File: src/rtl/bidir_serial_port.sv
// Half-duplex serial port on one shared line: UART-style frames out, frames in,
// with a fixed idle turnaround after every frame before the line is reused.
module bidir_serial_port #(
  parameter int BIT_CYC  = 4,
  parameter int TURN_CYC = 2
) (
  input  logic       clk,
  input  logic       rst_n,
  input  logic       tx_valid,
  input  logic [7:0] tx_data,
  output logic       tx_ready,
  output logic [7:0] rx_data,
  output logic       rx_valid,
  output logic       rx_err,
  input  logic       bus_i,
  output logic       bus_o,
  output logic       en
);

  localparam int CNT_MAX = (BIT_CYC > TURN_CYC) ? BIT_CYC : TURN_CYC;
  localparam int CW      = $clog2(CNT_MAX + 1);
  localparam logic [CW-1:0] BIT_LAST  = CW'(BIT_CYC - 1);
  localparam logic [CW-1:0] TURN_LAST = CW'(TURN_CYC - 1);
  // Preloading half a bit makes every receive sample land at mid-bit.
  localparam logic [CW-1:0] HALF_BIT  = CW'(BIT_CYC / 2);

  typedef enum logic [1:0] {IDLE, TX, TURN, RX} state_t;

  state_t        state_q, state_d;
  logic [CW-1:0] cnt_q, cnt_d;
  logic [3:0]    bit_q, bit_d;
  logic [7:0]    shift_q, shift_d;
  logic [7:0]    rx_data_q, rx_data_d;
  logic          rx_valid_q, rx_valid_d;
  logic          rx_err_q, rx_err_d;
  logic          tx_ready_q, tx_ready_d;
  logic          bus_o_q, bus_o_d;

  always_ff @(posedge clk or negedge rst_n) begin
    if (!rst_n) begin
      state_q    <= IDLE;
      cnt_q      <= '0;
      bit_q      <= '0;
      shift_q    <= '0;
      rx_data_q  <= 8'h00;
      rx_valid_q <= 1'b0;
      rx_err_q   <= 1'b0;
      tx_ready_q <= 1'b0;
      bus_o_q    <= 1'b1;
    end else begin
      state_q    <= state_d;
      cnt_q      <= cnt_d;
      bit_q      <= bit_d;
      shift_q    <= shift_d;
      rx_data_q  <= rx_data_d;
      rx_valid_q <= rx_valid_d;
      rx_err_q   <= rx_err_d;
      tx_ready_q <= tx_ready_d;
      bus_o_q    <= bus_o_d;
    end
  end

  always_comb begin
    state_d    = state_q;
    cnt_d      = cnt_q;
    bit_d      = bit_q;
    shift_d    = shift_q;
    rx_data_d  = rx_data_q;
    rx_valid_d = 1'b0;
    rx_err_d   = 1'b0;
    bus_o_d    = 1'b1;
    case (state_q)
      IDLE: begin
        // A low line wins over a pending transmit request.
        if (!bus_i) begin
          state_d = RX;
          cnt_d   = HALF_BIT;
          bit_d   = '0;
        end else if (tx_valid && tx_ready_q) begin
          state_d = TX;
          cnt_d   = '0;
          bit_d   = '0;
          shift_d = tx_data;
          bus_o_d = 1'b0;
        end
      end
      TX: begin
        bus_o_d = bus_o_q;
        if (cnt_q == BIT_LAST) begin
          cnt_d = '0;
          if (bit_q == 4'd9) begin
            state_d = TURN;
            bus_o_d = 1'b1;
          end else begin
            // Ones shifted in from the top become the stop bit after d7.
            bit_d   = bit_q + 4'd1;
            bus_o_d = shift_q[0];
            shift_d = {1'b1, shift_q[7:1]};
          end
        end else begin
          cnt_d = cnt_q + 1'b1;
        end
      end
      TURN: begin
        if (cnt_q == TURN_LAST) begin
          state_d = IDLE;
          cnt_d   = '0;
        end else begin
          cnt_d = cnt_q + 1'b1;
        end
      end
      RX: begin
        if (cnt_q == BIT_LAST) begin
          cnt_d = '0;
          bit_d = bit_q + 4'd1;
          if (bit_q == 4'd0) begin
            if (bus_i) begin
              state_d = IDLE;
              bit_d   = '0;
            end
          end else if (bit_q == 4'd9) begin
            state_d = TURN;
            if (bus_i) begin
              rx_data_d  = shift_q;
              rx_valid_d = 1'b1;
            end else begin
              rx_err_d = 1'b1;
            end
          end else begin
            shift_d = {bus_i, shift_q[7:1]};
          end
        end else begin
          cnt_d = cnt_q + 1'b1;
        end
      end
      default: state_d = IDLE;
    endcase
  end

  assign tx_ready_d = (state_d == IDLE);

  assign tx_ready = tx_ready_q;
  assign rx_data  = rx_data_q;
  assign rx_valid = rx_valid_q;
  assign rx_err   = rx_err_q;
  assign bus_o    = bus_o_q;
  // Decoded straight from state so an asynchronous reset releases the line at once.
  assign en       = (state_q == TX);

endmodule

File: config.mk
export PLATFORM = sky130hd
export DESIGN_NAME = bidir_serial_port
export DESIGN_NICKNAME = d
export VERILOG_FILES = /design/src/rtl/bidir_serial_port.sv
export SDC_FILE = /design/constraint.sdc
export NUM_CORES = 1
export LEC_CHECK = 0
export BUFFER_PORTS_ARGS = -buffer_cell sky130_fd_sc_hd__buf_2
export CAP_MARGIN = 25
export CORE_ASPECT_RATIO = 0.7
export CORE_MARGIN = 2
export CORE_UTILIZATION = 25
export DETAILED_ROUTE_END_ITERATION = 8
export HOLD_SLACK_MARGIN = 0.08
export PLACE_DENSITY = 0.4
export SLEW_MARGIN = 20
export SYNTH_ARGS = -nofsm -noshare
export SYNTH_HDL_FRONTEND = slang
export SYNTH_SLANG_ARGS = --single-unit
File: constraint.sdc
create_clock -name clk -period 2.8 [get_ports clk]
set_clock_uncertainty 0.15 [all_clocks]
set_input_delay 0.56 -clock clk [delete_from_list [all_inputs] [get_ports clk]]
set_output_delay 0.56 -clock clk [all_outputs]
set_load 0.01 [all_outputs]
==> results.md, run 1 <==
- Area occupied by multi-input gates: 711 µm²
- Count of nets after finishing: 173
- Total power per unit cell area: between 800 and 900 nW/µm²
- Final core utilization: 0.307
- DRC violations left: 0
- Number of antenna cells inserted: 0
- Worst path cell trace: nor2b_1, buf_2
- Outcome: finished clean
- Pin count of the biggest net entering global routing: 30
- Total of fill cells in the finished design: around 590
- Number of port buffers: 24
- Count of maximum capacitance violations: 0
- Gate power share: 0.347
- Net count after synthesis: ~150
- Switching component of the power: between 0.0005 and 0.0006 W
- Post-Route Hold Slack: around 0.16 ns
- Distinct cell type count of the synthesized netlist: 39
- Final-report hold violation count: 0
- Boundary Pins: 25
- Largest cells by area after synthesis: dfrtp_1, mux2_2, ha_1
- Startpoint of the most critical register-to-register path: cnt_q[0]
- Syn. warnings: 0
- Clock insertion delay at the later pin of the skew report: ~0.28 ns
- Count of final max-slew check failures: 0
- Flip-flop and latch count after synthesis: 29
- Worst-path clk slew: 0.06 ns
- DRC violation total after the first TritonRoute iteration: 36
- Die H: 69.2 µm
- Post-synth ARST share: 1.00
- Most common cell in the synthesized netlist: dfrtp_1
- Worst R2R Setup Slack: between 0.6 and 0.7 ns
- Hold crit path type: primary input to async pin
- Setup repair after global routing missed its margin: no
- Num Clock Sinks: 29
- Wire length of the first global-routing pass: ~5700 µm
- Total vias in the final route: between 1,000 and 1,500
- Tightest Pin Transition: 0.664 ns
- Slowest cell delay on critical path: 0.74 ns
- Count of buffers added by post-CTS timing repair for setup: 0
- Post-Synthesis Cell Area: 1520 µm²
- Die area: just under 7000 µm²
- Leakage dissipation: around 0.84 nW
- Vias in the first global route: around 1,100
- Worst path slowest cell: dfrtp_1
- Fmax: 463 MHz
- Post-synth top cells: dfrtp_1, mux2_2, nand2_1, inv_1, ha_1
- Post-route antenna net violation count: 0
- Maximum ir drop on the vdd rail: approximately 0.0002 V
- Most area-hungry cell type in the Yosys netlist: dfrtp_1
- Root buf cell: clkbuf_8
- DPL Wire Length: 2430 µm
- Synth Flop Type: dfrtp_1
- Clock network power share: 0.215
- Number of levels in the clock H-tree: 2
- Fin crit period: ~2.2 ns
- Cell class contributing the biggest share of worst-path delay: flip-flops
- Required @ worst endpoint: about 2.1 ns
- Total overflow reported by the global router: 0
- Kind of capture point of the worst setup path: output port
- Share of the clock period used by the worst path after layout: 0.772
- Via density: approximately 4.5
- Number of buffers added by the clock tree synthesis step: 5
- Floorplan core area: 5780 µm²
- Worst endpoint data arrival time: 1.45 ns
- Endpoint of the worst-slack reg-to-reg timing path: shift_q[3]
- Die width: 97.2 µm
- Number of antenna violations at the first check in global routing: 0
- Wire length per cell: ~14 µm
- GRT Util Overall: 0.109
- Synthesized area per cell: around 12 µm²
- Final setup TNS: 0 ns
- Row count: 23
- Type of the worst setup path: flop to output port
- Startpoint kind of the worst setup timing path: flop
- Origin of the worst setup path: state_q[0]
- TritonCTS clock tree: yes
- Sequential fraction of design power: 0.438
- Final Wtd Congestion: around 0.76
- Hold buffer count at CTS: 0
- Sequential area share after synthesis: 0.479
- Detailed-route wire length: roughly 3300 µm
- Area share of the leading cell type in the synthesized netlist: 0.461
- Syn-to-layout area delta: 16.9%
- Count of cells along the worst register-to-register path: 6
- Fraction of layout instances using a drive strength above 1: 0.406
- Cell Int Power: 0.000988 W
- # setup viols final: 0
- Deepest clock path buffer count: 2
- DR pass1 iterations: 4
- Combined buffer and inverter count along the critical path: 1
- Initial core utilization: 0.263
- Register cell area after layout: between 700 and 800 µm²
- Net switching fraction of the power: 0.364
- Relative max-transition margin: 0.557
- Post-CTS sizing: 0
- Biggest fanout along the worst timing path: 18
- Number of cells produced by synthesis: around 130
- Post-synth EDFFs: 0
## per-layer routing
metal,wire length (µm),global-route usage,vias to the layer above,share of wire
li1,-,-,510,-
met1,1750,0.154,495,0.53
met2,1380,0.150,20,0.42
met3,119,0.0333,5,0.036
met4,65,0.0516,0,0.020
met5,0,0,-,0
## power by group through the flow
stage          Sequential, W  Combinational (W)  Clock, W
3_3_place_gp        0.000682           0.000542         0
4_1_cts             0.000680           0.000548  0.000353
6_report            0.000680           0.000538  0.000334
2_1_floorplan       0.000608           0.000493         0
3_5_place_dp        0.000686           0.000545         0
5_1_grt             0.000699           0.000615  0.000369
## layout make-up
class / count / area share
well taps: 75 / 0.0529
flip-flops and latches: 29 / 0.409
clock inverters: 2 / 0.00564
multi-input cells: 84 / 0.400
inverters: 9 / 0.0190
clock buffers: 6 / 0.0409
repair buffers: 25 / 0.0719
## worst max path at each step
stage,end,depth (start not counted)
floorplan,shift_q[0],6
global placement,shift_q[3],6
detailed placement,rx_data[7],5
CTS,en,2
global route,rx_data[7],5
finish,en,2
## kinds of logic after synthesis
logic type / Yosys count / synth area share
flip-flops: 29 / 0.479
buffers and inverters: 14 / 0.0535
AO/OA/AOI/OAI: 24 / 0.125
multiplexers: 24 / 0.180
AND/OR/NAND/NOR: 29 / 0.105
adder cells (fa/ha/maj): 7 / 0.0577
## sequential cells by signal, summed over array words and instances (netlist names)
signal,cells
bit_q,4
bus_o,1
cnt_q,3
rx_data,8
rx_err,1
rx_valid,1
shift_q,8
state_q,2
tx_ready,1
## per-stage QoR
stage | instance area (µm²) | setup slack, ns | std cells | total power [W]
after floorplan | 1520 | 0.902 | 127 | 0.00110
after global placement | 1690 | 0.681 | 222 | 0.00122
after detailed placement | 1690 | 0.634 | 222 | 0.00123
after CTS | 1780 | 0.611 | 230 | 0.00158
after global routing | 1780 | 0.453 | 230 | 0.00168
final | 1780 | 0.639 | 230 | 0.00155
## cells in the final DEF (no fill, tap or decap), types with 2 or more instances in the layout
| cell type | n |
|---|---|
| a21oi_1 | 4 |
| and4bb_2 | 2 |
| buf_2 | 24 |
| clkbuf_8 | 5 |
| clkinv_2 | 2 |
| dfrtp_1 | 28 |
| ha_1 | 7 |
| inv_1 | 9 |
| mux2_2 | 22 |
| nand2_1 | 11 |
| nand2b_1 | 2 |
| nand3_1 | 2 |
| nor2_1 | 3 |
| nor3_1 | 2 |
| o21ai_0 | 4 |
| o22ai_1 | 3 |
| o2bb2ai_1 | 2 |
No activity file was read; power rests on OpenSTA's default activity.
==> run 2, diff against run 1 <==
PLACE_DENSITY = 0.41   (was 0.4)
clock period = 1.81 ns   (was 2.8 ns; I/O delays follow)
==> results.md, run 2 (synthesis gave the netlist of run 1 again) <==
- Die width: 97.2 µm
- Fmax: 531 MHz
- GRT Util Overall: 0.118
- Startpoint of the most critical register-to-register path: bit_q[0]
- Number of antenna cells inserted: 0
- DRC violations left: 0
- Count of maximum capacitance violations: 0
- Hold crit path type: primary input to flop
- Final setup TNS: -0.521 ns
- Worst R2R Setup Slack: -0.07 ns
- Share of the clock period used by the worst path after layout: 1.04
- Initial core utilization: 0.263
- Pin count of the biggest net entering global routing: 30
- Num Clock Sinks: 29
- DRT met1 WL: about 1700 µm
- # setup viols final: 10
- Fin area: roughly 2100 µm²
- Post-route antenna net violation count: 0
- Via density: between 4 and 5
- Number of buffers added by the clock tree synthesis step: 5
- Final-report hold violation count: 0
- Origin of the worst setup path: bit_q[0]
- Tightest Pin Transition: approximately 0.69 ns
- Boundary Pins: 25
- Number of levels in the clock H-tree: 2
- Row count: 23
- DR pass1 iterations: 4
- Detailed-route wire length: 3540 µm
- Deepest clock path buffer count: 2
- Die H: roughly 70 µm
- Most common cell after layout, fill and taps aside: dfrtp_1
- Worst endpoint data arrival time: around 1.9 ns
- Total overflow reported by the global router: 0
- Outcome: finished with violations
- Number of antenna violations at the first check in global routing: 0
- Root buf cell: clkbuf_8
- DPL Wire Length: about 2600 µm
- Wire length of the first global-routing pass: 6290 µm
- Failing checks: negative setup slack
- Worst setup margin: -0.0748 ns
- Final Wtd Congestion: 0.852
- Wire length per cell: approximately 14 µm
- Vias in the first global route: 1,268
- Crit path to: shift_q[4]
- Leakage dissipation: between 0.9 and 1 nW
- Post-Route Hold Slack: ~0.25 ns
- Count of cells along the worst register-to-register path: 7
- Maximum ir drop on the vdd rail: between 0.0003 and 0.0004 V
- Clock insertion delay at the later pin of the skew report: between 0.2 and 0.3 ns
- Biggest fanout along the worst timing path: 4
- Startpoint kind of the worst setup timing path: flop
- Routed wl met2: around 1700 µm
- Fraction of layout instances using a drive strength above 1: 0.528
- Endpoint of the worst-slack reg-to-reg timing path: shift_q[4]
- TritonCTS clock tree: yes
- Relative max-transition margin: 0.541
- Number of port buffers: 24
- Required @ worst endpoint: between 1.5 and 2 ns
- Most frequent cells in the layout: dfrtp_1, buf_2, mux2_2, buf_4, nand2_1
- Setup repair after global routing missed its margin: yes
- Floorplan core area: around 5800 µm²
- Routed wl met3: roughly 130 µm
- Total power per unit cell area: between 1000 and 1500 nW/µm²
- Fin crit period: approximately 1.9 ns
- Kind of capture point of the worst setup path: flop
- Total vias in the final route: 1,120
- Syn-to-layout area delta: 36.2%
- DRC violation total after the first TritonRoute iteration: 30
- Count of nets after finishing: 199
- Die area: about 6700 µm²
- Type of the worst setup path: flop to flop
- Instance area after placement: roughly 1800 µm²
- Count of final max-slew check failures: 0
- Worst-path clk slew: 0.06 ns
- Highest Signal Layer: met4
run 2: per-layer routing:
layer	GRT usage	vias to the layer above
met1	0.152	548
met4	0.0423	0
met5	0	-
met2	0.190	14
li1	-	556
met3	0.0333	2
run 2: layout make-up:
cell class	count	area [µm²]
Sequential cell	29	728
Clock buffer	7	86.3
Multi-Input combinational cell	84	773
Timing Repair Buffer	51	353
Tap cell	75	93.8
Fill cell	598	3720
Inverter	9	33.8
run 2: how the worst min path moves through the flow:
| stage | startpoint | end | slack [ns] | depth (start not counted) |
|---|---|---|---|---|
| floorplan | rst_n | bit_q[0] | -0.08 | 0 |
| detailed placement | rst_n | bit_q[1] | 0.31 | 1 |
| CTS | bus_i | state_q[0] | 0.24 | 2 |
| global route | bus_i | state_q[0] | 0.27 | 2 |
| global placement | rst_n | tx_ready | 0.29 | 1 |
| finish | bus_i | state_q[0] | 0.25 | 2 |
run 2: what timing repair did:
action / CTS / global route
pin swaps: 4 / 7
gates resized for setup: 12 / 4
endpoints found under the setup margin: 20 / 21
endpoints found under the hold margin: 28 / 0
hold buffers: 1 / 0
buffers inserted: 4 / 5
run 2: through the flow:
stage	worst slack (ns)	util	instances	power, W
3_3_place_gp	-0.0908	0.318	238	0.00205
3_5_place_dp	-0.124	0.318	238	0.00207
2_1_floorplan	-0.0385	-	127	0.00171
5_1_grt	-0.132	0.358	255	0.00302
4_1_cts	-0.119	0.350	250	0.00273
6_report	-0.0748	0.358	255	0.00277
run 2: power by group:
group	internal, W	leakage (nW)	total [W]	switching (W)
logic	0.000699	0.566	0.00127	0.000573
clock network	0.000301	0.0443	0.000523	0.000222
registers	0.000829	0.375	0.000976	0.000147
total	0.00183	0.985	0.00277	0.000942
run 2: critical path, stage by stage, from the launching register on:
cell	delay, ns
dfrtp_1	0.37
inv_1	0.05
ha_2	0.17
mux2_4	0.28
a311oi_4	0.26
a31oi_4	0.06
buf_6	0.14
mux2_4	0.29
